$ cat config.mk
export PLATFORM = sky130hd
export DESIGN_NAME = mem_response_unit
export DESIGN_NICKNAME = d
export VERILOG_FILES = /design/src/rtl/cpu_types_pkg.sv /design/src/rtl/mem_response_unit_wait_counter.sv /design/src/rtl/mem_response_unit.sv
export SDC_FILE = /design/constraint.sdc
export NUM_CORES = 1
export LEC_CHECK = 0
export BUFFER_PORTS_ARGS = -buffer_cell sky130_fd_sc_hd__buf_2
export CORE_ASPECT_RATIO = 1.2
export CORE_MARGIN = 2
export CORE_UTILIZATION = 47
export CTS_CLUSTER_DIAMETER = 30
export CTS_CLUSTER_SIZE = 8
export DETAILED_ROUTE_END_ITERATION = 16
export GPL_TIMING_DRIVEN = 0
export PLACE_DENSITY = 0.81
export SYNTH_ARGS = -nofsm -noshare
export SYNTH_HDL_FRONTEND = slang
export SYNTH_SLANG_ARGS = --single-unit
$ cat constraint.sdc
create_clock -name CLK -period 1.97 [get_ports CLK]
set_input_delay 0 -clock CLK [delete_from_list [all_inputs] [get_ports CLK]]
set_output_delay 0 -clock CLK [all_outputs]
set_load 0.05 [all_outputs]
$ cat src/rtl/cpu_types_pkg.sv
// Shared datapath types.
//   word_t              32-bit machine word
//   mru_state_t         state encoding of mem_response_unit (exported on dbg_state)
//   MRU_TIMEOUT_DEF     default cycles ram_req may wait for ram_ack before ERR
package cpu_types_pkg;

    localparam int WORD_W = 32;

    typedef logic [WORD_W-1:0] word_t;

    typedef enum logic [2:0] {
        IDLE = 3'd0,
        IACC = 3'd1,
        DACC = 3'd2,
        IHIT = 3'd3,
        DHIT = 3'd4,
        ERR  = 3'd5
    } mru_state_t;

    localparam int MRU_TIMEOUT_DEF = 16;

endpackage

$ cat src/rtl/mem_response_unit_wait_counter.sv
// Saturating wait-cycle counter for an outstanding RAM request.
//   clk, rst_n : clock, asynchronous active-low reset
//   clear      : synchronous clear to 0 (has priority over enable)
//   enable     : count one cycle of waiting
//   count      : current count, CW = $clog2(TIMEOUT)+1 bits
//   expired    : count has reached TIMEOUT-1; counting stops there
module wait_counter #(
    parameter int TIMEOUT = 16,
    parameter int CW      = $clog2(TIMEOUT) + 1
) (
    input  logic          clk,
    input  logic          rst_n,
    input  logic          clear,
    input  logic          enable,
    output logic [CW-1:0] count,
    output logic          expired
);

    assign expired = (count == CW'(TIMEOUT - 1));

    always_ff @(posedge clk or negedge rst_n) begin
        if (!rst_n) begin
            count <= '0;
        end else if (clear) begin
            count <= '0;
        end else if (enable && !expired) begin
            count <= count + 1'b1;
        end
    end

endmodule

$ cat src/rtl/mem_response_unit.sv
// Memory-side responder for the request unit. Arbitrates level-held fetch and
// data requests onto one RAM port and returns one-cycle ihit/dhit pulses.
//   CLK, nRST                  clock, asynchronous active-low reset
//   imemREN, imemaddr          fetch request (held until ihit)
//   dmemREN, dmemWEN           data read / write request (held until dhit)
//   dmemaddr, dmemstore        data address / write data
//   halt                       blocks new fetches (data still served)
//   ihit, dhit                 one-cycle completion pulses
//   imemload, dmemload         last fetched instruction / last read data
//   ram_req, ram_wen           RAM request and direction
//   ram_addr, ram_wdata        RAM address / write data
//   ram_ack, ram_rdata         RAM completion and read data
//   mem_error                  sticky RAM timeout flag
//   dbg_state, dbg_wait_count  FSM state and wait counter, for observation
//
// RAM handshake: ram_req rises in the cycle after a request is accepted and,
// with ram_wen/ram_addr/ram_wdata, stays constant until a cycle in which
// ram_ack=1; that cycle completes the access (ram_rdata valid with it) and
// ram_req is low in the following cycle. ram_ack while ram_req=0 is ignored.
module mem_response_unit
    import cpu_types_pkg::*;
#(
    parameter int TIMEOUT = MRU_TIMEOUT_DEF
) (
    input  logic                  CLK,
    input  logic                  nRST,
    input  logic                  imemREN,
    input  word_t                 imemaddr,
    input  logic                  dmemREN,
    input  logic                  dmemWEN,
    input  word_t                 dmemaddr,
    input  word_t                 dmemstore,
    input  logic                  halt,
    output logic                  ihit,
    output logic                  dhit,
    output word_t                 imemload,
    output word_t                 dmemload,
    output logic                  ram_req,
    output logic                  ram_wen,
    output word_t                 ram_addr,
    output word_t                 ram_wdata,
    input  logic                  ram_ack,
    input  word_t                 ram_rdata,
    output logic                  mem_error,
    output mru_state_t            dbg_state,
    output logic [$clog2(TIMEOUT):0] dbg_wait_count
);

    mru_state_t state, next_state;
    logic       wen_q;
    logic       cnt_clear, cnt_en, cnt_expired;
    logic       take_data, take_fetch;
    logic       cap_iload, cap_dload;

    wait_counter #(.TIMEOUT(TIMEOUT)) u_wait_counter (
        .clk     (CLK),
        .rst_n   (nRST),
        .clear   (cnt_clear),
        .enable  (cnt_en),
        .count   (dbg_wait_count),
        .expired (cnt_expired)
    );

    assign dbg_state = state;

    // Data has strict priority over fetch; halt only gates new fetches.
    assign take_data  = dmemREN | dmemWEN;
    assign take_fetch = imemREN & ~halt;

    always_comb begin
        next_state = state;
        ram_req    = 1'b0;
        ram_wen    = 1'b0;
        ihit       = 1'b0;
        dhit       = 1'b0;
        mem_error  = 1'b0;
        cnt_clear  = 1'b1;
        cnt_en     = 1'b0;
        cap_iload  = 1'b0;
        cap_dload  = 1'b0;
        case (state)
            IDLE: begin
                if (take_data) begin
                    next_state = DACC;
                end else if (take_fetch) begin
                    next_state = IACC;
                end
            end
            IACC: begin
                ram_req   = 1'b1;
                cnt_clear = 1'b0;
                cnt_en    = 1'b1;
                if (ram_ack) begin
                    // A dropped request still finishes on RAM but gets no hit.
                    if (imemREN) begin
                        next_state = IHIT;
                        cap_iload  = 1'b1;
                    end else begin
                        next_state = IDLE;
                    end
                end else if (cnt_expired) begin
                    next_state = ERR;
                end
            end
            DACC: begin
                ram_req   = 1'b1;
                ram_wen   = wen_q;
                cnt_clear = 1'b0;
                cnt_en    = 1'b1;
                if (ram_ack) begin
                    if (dmemREN | dmemWEN) begin
                        next_state = DHIT;
                        cap_dload  = ~wen_q;
                    end else begin
                        next_state = IDLE;
                    end
                end else if (cnt_expired) begin
                    next_state = ERR;
                end
            end
            IHIT: begin
                ihit       = 1'b1;
                next_state = IDLE;
            end
            DHIT: begin
                dhit       = 1'b1;
                next_state = IDLE;
            end
            ERR: begin
                mem_error  = 1'b1;
                next_state = ERR;
            end
            default: begin
                next_state = IDLE;
            end
        endcase
    end

    always_ff @(posedge CLK or negedge nRST) begin
        if (!nRST) begin
            state     <= IDLE;
            wen_q     <= 1'b0;
            ram_addr  <= '0;
            ram_wdata <= '0;
            imemload  <= '0;
            dmemload  <= '0;
        end else begin
            state <= next_state;
            // Latch the access parameters only when leaving IDLE so they stay
            // stable for the whole request even if the datapath changes them.
            if (state == IDLE) begin
                if (take_data) begin
                    ram_addr  <= dmemaddr;
                    ram_wdata <= dmemstore;
                    wen_q     <= dmemWEN;
                end else if (take_fetch) begin
                    ram_addr  <= imemaddr;
                    wen_q     <= 1'b0;
                end
            end
            if (cap_iload) begin
                imemload <= ram_rdata;
            end
            if (cap_dload) begin
                dmemload <= ram_rdata;
            end
        end
    end

endmodule

Yosys cells after proc, flatten, opt, wreduce, memory -nomap -nowiden
Cells that the tools add are included.
{ "word_totals": {"regBits": 137, "in_bits": 135, "output_inout_bits": 141, "elab_cells": 52} }
{ "op_classes": {"add_sub_neg": 1, "eq_ne": 8, "muxes": 25, "n_bitwise": 4, "reduce_logical": 7} }
{ "ops": {"columns": ["op", "count"], "rows": [
  ["32-bit two-way mux", 2],
  ["3-bit two-way mux", 6],
  ["1-bit two-way mux", 13],
  ["3-bit case mux with 4 select lines", 1],
  ["5-bit two-way mux", 2],
  ["3-bit by 2-bit == test with 1-bit output, second input constant", 2],
  ["3-bit == test, second input constant", 2],
  ["5-bit by 1-bit adder with 5-bit output, second input constant", 1],
  ["5-bit by 4-bit == test with 1-bit output, second input constant", 1],
  ["2-bit AND reduction", 2],
  ["3-bit by 1-bit == test with 1-bit output, second input constant", 1],
  ["3-bit zero test", 1],
  ["3-bit inequality test, second input constant", 1],
  ["2-bit two-way mux", 1],
  ["2-bit by 1-bit inequality test with 1-bit output, second input constant", 1],
  ["1-bit NOT", 2],
  ["2-bit nonzero test", 1],
  ["2-bit OR reduction", 1],
  ["1-bit AND", 1],
  ["1-bit logical AND", 1],
  ["1-bit zero test", 1],
  ["1-bit OR", 1]
]} }

Longest topological paths before layout
{ "logic_depth": {"ltp_word": 6, "ltp_mapped": 7, "depth_no_buf": 6} }

Hierarchy
From an unflattened synthesis, not the netlist that was laid out.
{ "hier_totals": {"hier_cells": 369, "area_unflattened_um2": 5888.1} }
{ "by_module_without_submodules": {"columns": ["module", "n_inst", "cells_per_inst", "area_each_um2", "seq_area_each_um2"], "rows": [
  ["mem_response_unit", 1, 346, 5627.9, 3303.2],
  ["wait_counter", 1, 23, 260.2, 125.1]
]} }

Worst setup path after synthesis
OpenSTA, ideal clock, no wires.
{ "synth_path": {"path_kind": "register to output", "startpoint": "register state[2], in the netlist dbg_state[2]", "endpoint": "output port dhit", "arrival_time_ns": 2.048, "required_time_ns": 1.970, "path_slack_ns": -0.078, "path_stages_with_launch": 3, "path_buffers": 1, "cell_sequence": "dfrtp_1 buf_2 nor3b_1"} }
{ "synth_between": {"elab_chain_len": 2} }
{ "synth_lines": {"columns": ["element", "line_no", "rtl"], "rows": [
  ["from (decl)", "mem_response_unit.sv:49", "mru_state_t state, next_state;"],
  ["from (signal assigned)", "mem_response_unit.sv:148", "state <= next_state;"],
  ["3-bit == test", "mem_response_unit.sv:81", "case (state)"],
  ["1-bit two-way mux", "mem_response_unit.sv:81", null],
  ["to (decl)", "mem_response_unit.sv:35", "output logic dhit,"]
]} }
No other way between the ends.

Worst setup path in the final report
{ "layout_path": {"startpoint": "input port dmemWEN", "endpoint": "register ram_addr[1]"} }
{ "layout_between": {"elab_chain_len": 3, "elab_cells_between_ends": 4, "classes_between": "mux: 1; bitwise: 1; reduce/logical: 2"} }
{ "layout_lines": {"columns": ["element", "line_no", "rtl"], "rows": [
  ["from (decl)", "mem_response_unit.sv:30", "input logic dmemWEN,"],
  ["1-bit OR *", "mem_response_unit.sv:67", "assign take_data = dmemREN | dmemWEN;"],
  ["2-bit nonzero test (no line)", null, null],
  ["2-bit AND reduction (no line)", null, null],
  ["to (signal assigned)", "mem_response_unit.sv:153", "ram_addr <= dmemaddr;"],
  ["to (signal assigned)", "mem_response_unit.sv:157", "ram_addr <= imemaddr;"],
  ["to (decl)", "mem_response_unit.sv:40", "output word_t ram_addr,"]
]} }
Mark *: on every way between the ends. The rest lies on a longest branch, timed or not.
A chain may end at the register's enable or synchronous reset.

==> metrics.txt <==
Worst Path Required=2.27 ns; Detailed Place HPWL=10.46 mm; final worst setup slack=0.1065 ns; Worst-Margin Slew=0.5943 ns; Clk pwr share=17.9%; Final ANT Viol Nets=0; RR Startpoint=dbg_state[2]; NumNets Final=928; Iteration-0 DRC Markers=211; Area Growth Syn to Fin=60.86%; port buffer count=275; Slew Limit Fails=0; Vias=4815; grt ovf=0; clk_skew=0.01865 ns; final std cells w/o fill=965; Worst path slowest cell=dlygate4sd3_1; largest net degree at the start of global routing=76; maximum vdd ir drop=1.174 mV; Detailed Route WL=17.73 mm; gpl congestion=0.8414; sequential power share=28.2%; residual DRC count=0; internal reg-to-reg setup slack=0.11 ns; CTS tree=built; Core Area=12110 um^2; Root Driver=clkbuf_16; max_cap viols=0; Post-Synthesis Net Count=500; Fmax=536.6 MHz; antenna violations before repair=0; Pint=8.753 mW; Psw=8.610 mW; final-report hold violation count=0; Detailed Routing Iterations Pass 1=4; layout cells sized above 1=56.34%; WP data arrival=2.16 ns; Final Power=17.36 mW; Hold Path Sink=dbg_state[2]; number of global-route vias before repair=5355; CP max FO=7; clock slew at reported path FFs=0.06 ns; drt wl/cell=18.37 um; Seq/Total Area, Yosys=58.90%; nature of the critical path startpoint=input port; yosys warns=0; fill cell count=682; top cell type's share of synthesized area=58.90%; crit end category=register; first-pass GRT wire length=27.77 mm; minimum clock period=1.864 ns; worst hold path class=input port to register; clk_lat worst skew=0.41 ns; WS Path Type=input port to register; Ports=276; hold_sp=dmemREN; reg2reg end=dmemload[20]; Sw Ratio=49.59%; post-CTS setup buffers=0; Max H-tree Level=4; leak pwr=4.630 nW; Die Y=125.9 um; #FFs+latches synth=137; Tcrit/Tclk final=94.60%; EDFF count, synth=0; status=completed; delay of the slowest critical-path stage=0.56 ns; number of cells after detailed placement=800; Worst Hold Depth=4; chip width=105.6 um; antenna diode count=0; Initial Utilization=48.06%; combinational power share=53.9%; Place WS=0.1089 ns; clock buffer count from CTS=17; Cell Pwr Density=1854 nW/um^2; Max Root-Sink Buffers=2; utilization after layout=77.30%; R2R cell count=6; Main synth FF type=dfrtp_1; worst-path cell chain=dlygate4sd3_1 > buf_2 > nor2_4 > mux2_2 > dlygate4sd3_1 > mux2_1; area of the mapped netlist=5821 um^2; Unique masters post-synth=35; clock sinks=137; ys async rst share=100.0%; crit-path most repeated cell=dlygate4sd3_1; synthesized instance count=363; Avg Cell Area, Syn=16.03 um^2; num rows=44; area leader, netlist=dfrtp_1; vias per std cell=4.990; top cells by area, synth=dfrtp_1, mux2_2, mux2_1; # setup viols final=0; gr usage total=27.24%; Slew headroom=60.11%; die area=13290 um^2
-- timing repair --
action | CTS | global route
hold buffers | 133 | 0
endpoints found under the hold margin | 193 | 0
setup endpoints to repair | 0 | 19
resized for setup | 0 | 4
-- power by group through the flow --
stage | Clock, mW | Sequential, mW | Combinational [mW]
floorplan | 0 | 9.52 | 2.16
global placement | 0 | 4.77 | 8.86
detailed placement | 0 | 4.86 | 9.01
CTS | 3.15 | 4.83 | 9.25
global route | 3.30 | 5.05 | 9.67
finish | 3.11 | 4.90 | 9.35
-- state kept, by name (all words and copies together) (netlist names) --
name	cells
ram_wdata	32
dmemload	32
ram_addr	32
imemload	32
wen_q	1
u_wait_counter.count	5
dbg_state	3
-- critical path: cells and delay by family --
kind	cells	cell delay [ns]
buf+inv	3	1.25
mux	2	0.68
simple gates	1	0.22
-- cells in the mapped netlist, types with 3 or more instances --
library cell	n
nor2_1	7
mux2_4	30
buf_2	8
dfrtp_1	137
o21ai_0	4
nor2b_1	3
mux2_2	91
buf_4	3
buf_6	7
mux2_1	40
-- worst max-delay path by stage --
| stage | startpoint | end | slack (ns) | cells after the start |
|---|---|---|---|---|
| 5_1_grt | dbg_state[2] | ram_wdata[17] | -0.009 | 5 |
| 6_report | dmemWEN | ram_addr[1] | 0.11 | 6 |
| 3_3_place_gp | nRST | ram_wdata[20] | -0.85 | 1 |
| 4_1_cts | dmemWEN | ram_addr[1] | 0.02 | 6 |
| 2_1_floorplan | dbg_state[1] | dmemload[0] | 0.08 | 5 |
| 3_5_place_dp | dbg_state[2] | dmemload[21] | 0.11 | 6 |
-- cell type report --
cell class / count / area, um^2 / area share [%]
sequential: 137 / 3428 / 36.62
clock buffer: 18 / 429.2 / 4.584
tap: 161 / 201.4 / 2.152
timing repair buffer: 409 / 2741 / 29.28
buffer: 19 / 147.6 / 1.577
inverter: 2 / 7.507 / 0.08018
multi-input combinational: 205 / 2260 / 24.13
clock inverter: 14 / 147.6 / 1.577
-- kinds of logic after synthesis --
kind of cell | share of synthesized area (%)
AND/OR/NAND/NOR | 3.096
XOR/XNOR | 0.4515
adder cells (fa/ha/maj) | 0.4299
buffers and inverters | 2.623
multiplexers | 33.25
AO/OA/AOI/OAI | 1.247
flip-flops | 58.90
-- per-layer routing --
layer  GRT usage [%]  vias to the layer above  wire (um)
li1                -                     2152          -
met1           28.96                     2373       6381
met2           48.35                      222       9561
met3           6.884                       68        891
met4           16.41                        0        893
met5               0                        -          0
-- per-stage QoR --
step / TNS (ns) / hold slack, ns / instance area (um^2)
after floorplan: 0 / -0.2956 / 5826
after global placement: -115.90 / 0.2311 / 7403
after detailed placement: 0 / 0.02071 / 7437
after CTS: 0 / 0.009692 / 9345
after global routing: -0.02605 / 0.04925 / 9363
final: 0 / 0.04343 / 9363
-- placed cells by master, fill, tap and decap left out, types with 7 or more instances in the layout --
master         Yosys  routed
clkbuf_16          0      17
mux2_2            91      91
dlygate4sd3_1      0     133
nor2_1             7       7
dfrtp_1          137     137
buf_2              8     281
mux2_4            30      30
buf_6              7       8
mux2_1            40      40
Power figures use the tool's default switching activity.
